### config.mk
export PLATFORM = sky130hd
export DESIGN_NAME = gray2bin_sync
export DESIGN_NICKNAME = d
export VERILOG_FILES = /design/src/rtl/gray2bin_sync_pkg.sv /design/src/rtl/sync_nff.sv /design/src/rtl/gray2bin_sync.sv
export SDC_FILE = /design/constraint.sdc
export NUM_CORES = 1
export LEC_CHECK = 0
export BUFFER_PORTS_ARGS = -buffer_cell sky130_fd_sc_hd__buf_2
export CORE_MARGIN = 5
export CORE_UTILIZATION = 41
export CTS_BUF_LIST = sky130_fd_sc_hd__clkbuf_8 sky130_fd_sc_hd__clkbuf_16
export DETAILED_ROUTE_END_ITERATION = 8
export SYNTH_ARGS = -nofsm -noshare
export SYNTH_HDL_FRONTEND = slang
export SYNTH_HIERARCHICAL = 1
export SYNTH_SLANG_ARGS = --single-unit
### constraint.sdc
create_clock -name clk -period 7.76 [get_ports clk]
set_input_delay 1.164 -clock clk [delete_from_list [all_inputs] [get_ports clk]]
set_output_delay 1.164 -clock clk [all_outputs]
set_load 0.01 [all_outputs]
### src/rtl/gray2bin_sync_pkg.sv
// Shared Gray-code helpers and FSM state type for the Gray count link (encoder and decoder side).
// Latency: n/a (functions and types only).
// Backpressure: n/a.
package gray2bin_sync_pkg;

    localparam int FN_W = 32;

    typedef enum logic {
        ST_INIT  = 1'b0,
        ST_TRACK = 1'b1
    } state_t;

    // Narrower words are zero-extended by the caller; leading zeros do not disturb the low bits.
    function automatic logic [FN_W-1:0] gray2bin(input logic [FN_W-1:0] g);
        logic [FN_W-1:0] b;
        b[FN_W-1] = g[FN_W-1];
        for (int i = FN_W - 2; i >= 0; i--) begin
            b[i] = b[i+1] ^ g[i];
        end
        return b;
    endfunction

    function automatic logic [FN_W-1:0] bin2gray(input logic [FN_W-1:0] b);
        return b ^ (b >> 1);
    endfunction

    function automatic logic [5:0] popcount(input logic [FN_W-1:0] v);
        logic [5:0] cnt;
        cnt = '0;
        for (int i = 0; i < FN_W; i++) begin
            cnt = cnt + {5'd0, v[i]};
        end
        return cnt;
    endfunction

endpackage

### src/rtl/sync_nff.sv
// Plain multi-bit flop synchronizer; no logic between stages.
// Latency: STAGES clk edges from input to sync_dat.
// Backpressure: none, samples every cycle.
module sync_nff #(
    parameter int WIDTH  = 4,
    parameter int STAGES = 2
) (
    input  logic             clk,
    input  logic             rst_n,
    input  logic [WIDTH-1:0] async_dat,
    output logic [WIDTH-1:0] sync_dat
);

    logic [STAGES-1:0][WIDTH-1:0] stage_q;

    always_ff @(posedge clk or negedge rst_n) begin
        if (!rst_n) begin
            stage_q <= '0;
        end else begin
            stage_q <= {stage_q[STAGES-2:0], async_dat};
        end
    end

    assign sync_dat = stage_q[STAGES-1];

endmodule

### src/rtl/gray2bin_sync.sv
// Gray count link receiver: synchronize, decode to binary, classify each change as up/down/err.
// Latency: SYNC_STAGES+1 clk edges from a stable gray_in change to the valid pulse.
// Backpressure: none; valid/up/down/err are single-cycle pulses that the consumer must take.
module gray2bin_sync
    import gray2bin_sync_pkg::*;
#(
    parameter int WIDTH       = 4,
    parameter int SYNC_STAGES = 2,
    parameter int ERR_CNT_W   = 8
) (
    input  logic                 clk,
    input  logic                 rst_n,
    input  logic [WIDTH-1:0]     gray_in,
    input  logic                 clr_err,
    output logic [WIDTH-1:0]     binario,
    output logic                 valid,
    output logic                 up,
    output logic                 down,
    output logic                 err,
    output logic [ERR_CNT_W-1:0] err_cnt,
    output logic                 locked
);

    localparam int CNT_W = $clog2(SYNC_STAGES + 1) + 1;
    localparam logic [ERR_CNT_W-1:0] ERR_MAX = '1;

    logic [WIDTH-1:0]     g_s;
    logic [WIDTH-1:0]     g_prev_q;
    logic [WIDTH-1:0]     b;
    logic [WIDTH-1:0]     d;
    state_t               state_q;
    state_t               state_nxt;
    logic [CNT_W-1:0]     init_cnt_q;
    logic [CNT_W-1:0]     init_cnt_nxt;
    logic [WIDTH-1:0]     g_prev_nxt;
    logic [WIDTH-1:0]     binario_nxt;
    logic                 valid_nxt;
    logic                 up_nxt;
    logic                 down_nxt;
    logic                 err_nxt;
    logic [ERR_CNT_W-1:0] err_cnt_nxt;
    logic                 locked_nxt;

    sync_nff #(
        .WIDTH  (WIDTH),
        .STAGES (SYNC_STAGES)
    ) u_sync (
        .clk       (clk),
        .rst_n     (rst_n),
        .async_dat (gray_in),
        .sync_dat  (g_s)
    );

    assign b = WIDTH'(gray2bin(FN_W'(g_s)));
    assign d = g_s ^ g_prev_q;

    always_comb begin
        state_nxt    = state_q;
        init_cnt_nxt = init_cnt_q;
        g_prev_nxt   = g_s;
        binario_nxt  = binario;
        valid_nxt    = 1'b0;
        up_nxt       = 1'b0;
        down_nxt     = 1'b0;
        err_nxt      = 1'b0;
        err_cnt_nxt  = err_cnt;
        locked_nxt   = locked;

        case (state_q)
            ST_INIT: begin
                // Wait until the chain holds a real sample, then adopt it silently.
                if (init_cnt_q == CNT_W'(SYNC_STAGES)) begin
                    state_nxt   = ST_TRACK;
                    binario_nxt = b;
                    locked_nxt  = 1'b1;
                end else begin
                    init_cnt_nxt = init_cnt_q + CNT_W'(1);
                end
            end
            ST_TRACK: begin
                // Clear first so a same-cycle err still counts once.
                if (clr_err) begin
                    err_cnt_nxt = '0;
                end
                if (popcount(FN_W'(d)) == 6'd1) begin
                    binario_nxt = b;
                    valid_nxt   = 1'b1;
                    if (b == binario + WIDTH'(1)) begin
                        up_nxt = 1'b1;
                    end else begin
                        down_nxt = 1'b1;
                    end
                end else if (d != '0) begin
                    binario_nxt = b;
                    valid_nxt   = 1'b1;
                    err_nxt     = 1'b1;
                    if (err_cnt_nxt != ERR_MAX) begin
                        err_cnt_nxt = err_cnt_nxt + ERR_CNT_W'(1);
                    end
                end
            end
            default: begin
                state_nxt = ST_INIT;
            end
        endcase
    end

    always_ff @(posedge clk or negedge rst_n) begin
        if (!rst_n) begin
            state_q    <= ST_INIT;
            init_cnt_q <= '0;
            g_prev_q   <= '0;
            binario    <= '0;
            valid      <= 1'b0;
            up         <= 1'b0;
            down       <= 1'b0;
            err        <= 1'b0;
            err_cnt    <= '0;
            locked     <= 1'b0;
        end else begin
            state_q    <= state_nxt;
            init_cnt_q <= init_cnt_nxt;
            g_prev_q   <= g_prev_nxt;
            binario    <= binario_nxt;
            valid      <= valid_nxt;
            up         <= up_nxt;
            down       <= down_nxt;
            err        <= err_nxt;
            err_cnt    <= err_cnt_nxt;
            locked     <= locked_nxt;
        end
    end

endmodule

; ---- Yosys cells after proc, flatten, opt, wreduce, memory -nomap -nowiden
; Index checks and enable logic that the tools add are counted.
[totals]
reg_bits = 33
input_bits = 7
out_inout_bits = 17
word_cells = 56
[op_classes]
addsub = 6
n_eq_ne = 6
n_mux = 22
bitwise_logic = 6
n_reduce_logical = 4
[ops]
columns = operator, n
row1 = 2-to-1 mux 8 bit, 5
row2 = 2-to-1 mux 1 bit, 13
row3 = 2-to-1 mux 4 bit, 3
row4 = "adder 8 x 1 -> 8 bit, second input constant", 1
row5 = "!= test 8 bit, second input constant", 1
row6 = one-hot mux 4 bit (2 select lines), 1
row7 = AND reduction 2 bit, 3
row8 = adder 3 x 1 -> 4 bit, 1
row9 = "adder 4 x 1 -> 4 bit, second input constant", 1
row10 = "equality test 4 x 1 -> 1 bit, second input constant", 1
row11 = equality test 4 bit, 1
row12 = nonzero test 4 bit, 1
row13 = XOR 4 bit, 1
row14 = adder 2 x 1 -> 3 bit, 1
row15 = "adder 3 x 1 -> 3 bit, second input constant", 1
row16 = "equality test 3 x 2 -> 1 bit, second input constant", 1
row17 = "!= test 3 x 1 -> 1 bit, second input constant", 1
row18 = XOR 1 bit, 3
row19 = adder 1 x 1 -> 2 bit, 1
row20 = "!= test 2 bit, second input constant", 1
row21 = NOT 1 bit, 2

; ---- Longest topological paths before layout
[depth]
word_depth = 7
depth_mapped = 12
depth_no_buf = 11

; ---- Modules after synthesis
; Netlist, hierarchy kept.
[by_module_without_submodules]
columns = module, instances, cells_per_inst, area_each_um2, seq_area_each_um2
row1 = gray2bin_sync, 1, 128, 1356.3, 625.6
row2 = sync_nff, 1, 12, 230.2, 200.2

; ---- Worst setup path after synthesis
; No wires, ideal clock.
[synth_path]
kind = register -> register
start = register u_sync.stage_q (netlist bit u_sync/sync_dat[3])
end = register binario[0]
setup_time_ps = 125
arrival_ps = 2995
t_required_ps = 7635
setup_slack_ps = 4640
path_stages_with_launch = 11
n_path_buf = 1
period_less_slack_ps = 3120
cell_sequence = dfrtp_1 buf_4 xnor2_1 inv_1 fa_1 ha_1 ha_1 nor3b_1 nor2_1 a21oi_1 mux2_2
[synth_via]
elab_chain_len = 6
elab_cells_between_ends = 13
classes_between = add/sub: 1 / eq/ne: 2 / mux: 4 / bitwise: 4 / reduce/logical: 2
[synth_rtl]
columns = item, line_no
row1 = start: declaration, sync_nff.sv:14  ; logic [STAGES-1:0][WIDTH-1:0] stage_q;
row2 = start signal: assignment, sync_nff.sv:20  ; stage_q <= {stage_q[STAGES-2:0], async_dat};
row3 = "parallel branches: the longest is 6 deep, another holds adder 3 x 1 -> 4 bit", -
row4 = end signal: assignment, gray2bin_sync.sv:124  ; binario <= binario_nxt;
row5 = end: declaration, gray2bin_sync.sv:15  ; output logic [WIDTH-1:0] binario,
; Several ways; the timed one is not identified. The select of a mux whose other input is x is not followed.
; A chain may end at the register's enable or synchronous reset.

; ---- Final worst setup path
[layout_path]
start = register u_sync.stage_q (netlist bit u_sync/sync_dat[3])
end = register binario[1]
[layout_via]
elab_chain_len = 5
elab_cells_between_ends = 12
classes_between = add/sub: 1 / eq/ne: 2 / mux: 4 / bitwise: 3 / reduce/logical: 2
[layout_rtl]
columns = item, line_no
row1 = XOR 4 bit or XOR 1 bit (tied branches), "gray2bin_sync.sv:55, gray2bin_sync_pkg.sv:18"
row2 = adder 3 x 1 -> 4 bit or XOR 1 bit (tied branches), "gray2bin_sync_pkg.sv:31, gray2bin_sync_pkg.sv:18"
row3 = equality test 4 x 1 -> 1 bit or 2-to-1 mux 4 bit (tied branches), "gray2bin_sync.sv:85, gray2bin_sync.sv:93"
row4 = 2-to-1 mux 4 bit or != test 3 x 1 -> 1 bit (tied branches), -
row5 = one-hot mux 4 bit (2 select lines) or AND reduction 2 bit (tied branches), -
; Several ways; a longest one is shown, not always the timed one. The select of a mux whose other input is x is not followed.

==> key figures <==
Synthesis
  • Flops & latches, synth: 33
  • Synth cell types: 37
  • Syn_area_per_cell: 11.3 um^2
  • Yosys top cell area share: 52.1%
  • Leading area contributor after synthesis: dfrtp_1
  • Top cells by area, synth: dfrtp_1, ha_1, xnor2_1
  • Yosys warning count: 6
  • Post-synth EDFFs: 0
  • Syn nets: 155
  • Synthesized area: 0.00159 mm^2
  • Main synth FF type: dfrtp_1
  • Share of synthesized flip-flops with an asynchronous set or reset: 100%
  • Seq/Total Area, Yosys: 52.1%
  • Synth Instances: 140

Power
  • LEAKAGE: 0.852 nW
  • PwrDens: 254 mW/mm^2
  • Peak VDD IR: 0.151 mV

Clock tree
  • Post-CTS setup buffers: 0
  • H-tree depth: 2
  • Reg clk slew, reported paths: 0.07 ns
  • Hold_buf cts: 0
  • Total CTS buffers: 5
  • Clock Tree Root: clkbuf_8
  • Maximum root-to-sink buffer count: 2
  • CTS sink cnt: 33
  • Clk Latency, worst-skew pair: 0.28 ns
  • CTS tree: yes
  • Post-CTS sizing: 0

Worst setup path
  • CP Capture Type: flip-flop
  • Crit-path max FO: 5
  • CP startpoint kind: flip-flop
  • Max stage delay on crit path: 0.50 ns
  • CP required: 7.93 ns
  • Slowest stage cell on the critical path: nor3b_1
  • WS Path Type: flip-flop to flip-flop
  • Worst-path cell chain: xnor2_1 -> inv_1 -> fa_1 -> ha_1 -> ha_1 -> nor3b_1 -> nor2_1 -> a21oi_1 -> mux2_2
  • CP most frequent cell: ha_1
  • Critical path arrival: 3.57 ns

Die
  • IO Pins: 24
  • Core area: 0.00372 mm^2
  • Die footprint: 0.00521 mm^2
  • Initial Util: 42.7%
  • Die height: 72.2 um
  • Row count: 22
  • Die W: 72.2 um

STA
  • Crit share post-route: 43.9%
  • RSZ-0062 raised after global routing: false
  • Setup TNS: 0 ns
  • Skew final: 0.00793 ns
  • Final Max Tran Viols: 0
  • Worst slew pin tran: 0.711 ns
  • Final Hold Vio Count: 0
  • Fmax: 294 MHz
  • Slew headroom: 52.6%
  • Setup Viol. Count Final: 0
  • Post-layout minimum cycle time: 3.40 ns
  • Setup WS post-layout: 4.36 ns

Global routing
  • Vias in the first global route: 1081
  • Remaining Overflow, GRT: 0
  • Largest net degree at the start of global routing: 34
  • Initial antenna violation count: 0
  • First-pass GRT wire length: 5000 um
  • GRT Util Overall: 12.3%

Routing
  • Via count: 1101
  • DRC viols: 0
  • Vias/cell: 5.17
  • Number of detailed-route iterations in the first pass: 4
  • Final Routed Wirelength: 2770 um
  • Per-cell routed wire length: 13.0 um
  • Final ANT Viol Nets: 0
  • DR iter-0 viols: 65

Layout
  • Final net count: 179
  • Area grow syn2layout: 15.8%
  • Antenna Cells: 0
  • Final cell count without fillers: 213
  • Share of cells above drive strength 1: 26.7%
  • Filler Cell Count: 336

Placement
  • Hpwl dp: 2050 um
  • Buffers on Ports: 23
  • Dpl ws: 4.32 ns
  • Final RePlAce weighted congestion: 0.775
  • Post-Place Cells: 205

Status
  • Status: finished clean

Min path
  • HP Class: flip-flop to flip-flop

Run
  • Max capacitance violation total: 0
[power breakdown]
part           internal, mW  leakage [nW]  switching, mW  total, mW
combinational        0.0437         0.400         0.0544     0.0981
clock                 0.104        0.0574         0.0618      0.166
sequential            0.189         0.395         0.0139      0.203
[cell families after synthesis]
kind of cell             share of synthesized area (%)
AO/OA/AOI/OAI                                     12.0
flip-flops                                        52.1
buffers and inverters                             5.21
AND/OR/NAND/NOR                                   13.3
multiplexers                                      3.47
adder cells (fa/ha/maj)                           6.78
XOR/XNOR                                          7.18
[per-layer routing]
| metal | GRT usage [%] | part of all wire [%] | vias up |
|---|---|---|---|
| met3 | 5.26 | 7.4 | 2 |
| li1 | - | - | 529 |
| met1 | 15.0 | 42 | 531 |
| met4 | 4.18 | 0.65 | 0 |
| met5 | 0 | 0 | - |
| met2 | 19.6 | 50 | 39 |
[cell usage in the layout, fill, tap and decap left out, types with 2 or more instances in the layout]
| master | count |
|---|---|
| a211oi_1 | 2 |
| a21oi_1 | 8 |
| a31o_2 | 3 |
| a31oi_1 | 2 |
| and2b_2 | 3 |
| buf_2 | 23 |
| clkbuf_8 | 6 |
| dfrtp_1 | 33 |
| ha_1 | 7 |
| inv_1 | 10 |
| mux2_2 | 4 |
| nand2_1 | 11 |
| nand3_1 | 6 |
| nand4_1 | 3 |
| nor2_1 | 7 |
| o21ai_0 | 4 |
| xnor2_1 | 8 |
| xor2_1 | 5 |
[cell type report]
type	instances	area (um^2)	area share, %
Clock buffer	6	82.6	4.50
Inverter	10	37.5	2.04
Multi-Input combinational cell	91	678	36.9
Tap cell	48	60.1	3.27
Timing Repair Buffer	23	115	6.27
Clock inverter	2	37.5	2.04
Sequential cell	33	826	45.0
[worst max-delay path, delay by kind of cell (launching register included)]
| kind | cells | cell delay, ns |
|---|---|---|
| mux | 1 | 0.39 |
| xor+xnor | 1 | 0.35 |
| fa+ha+maj | 3 | 0.95 |
| compound gates | 1 | 0.40 |
| simple gates | 2 | 0.62 |
| flops | 1 | 0.45 |
| buf+inv | 1 | 0.12 |
[flip-flops by register name (all words and copies together) (netlist names)]
register / count
err: 1
binario: 4
valid: 1
g_prev_q: 4
locked: 1
init_cnt_q: 3
down: 1
state_q: 1
err_cnt: 8
u_sync/stage_q: 4
up: 1
u_sync/sync_dat: 4
[worst paths after layout]
check                                               endpoint  cells past startpoint  slack, ns                          from
max in group asynchronous                 locked$_DFFE_PN0P_                      1       6.36                         rst_n
worst max-delay path                  binario[1]$_DFFE_PN0P_                      9       4.36  u_sync/sync_dat[3]$_DFF_PN0_
worst min register to register  u_sync/sync_dat[2]$_DFF_PN0_                      0       0.35   u_sync/stage_q[2]$_DFF_PN0_
min in group asynchronous             err_cnt[4]$_DFFE_PN0P_                      1       0.93                         rst_n
worst min-delay path            u_sync/sync_dat[2]$_DFF_PN0_                      0       0.35   u_sync/stage_q[2]$_DFF_PN0_
worst max register to register        binario[1]$_DFFE_PN0P_                      9       4.36  u_sync/sync_dat[3]$_DFF_PN0_
[stage by stage]
stage	power [mW]	area (um^2)	util (%)	hold slack, ns
after CTS	0.474	1840	49.4	0.358
after floorplan	0.274	1590	-	0.331
after global placement	0.301	1720	46.2	0.333
after detailed placement	0.306	1720	46.2	0.336
after global routing	0.494	1840	49.4	0.361
final	0.467	1840	49.4	0.353
[synthesized netlist by cell type, drive strengths merged (2+ instances only)]
cell	number
nand4	3
xor2	5
buf	5
dfrtp	33
nand3	6
mux2	4
or2	2
ha	7
nor2	7
a211oi	2
xnor2	8
a21oi	8
inv	10
a31o	3
a31oi	3
nand2	11
and2b	3
o21ai	4
Power figures use the tool's default switching activity.
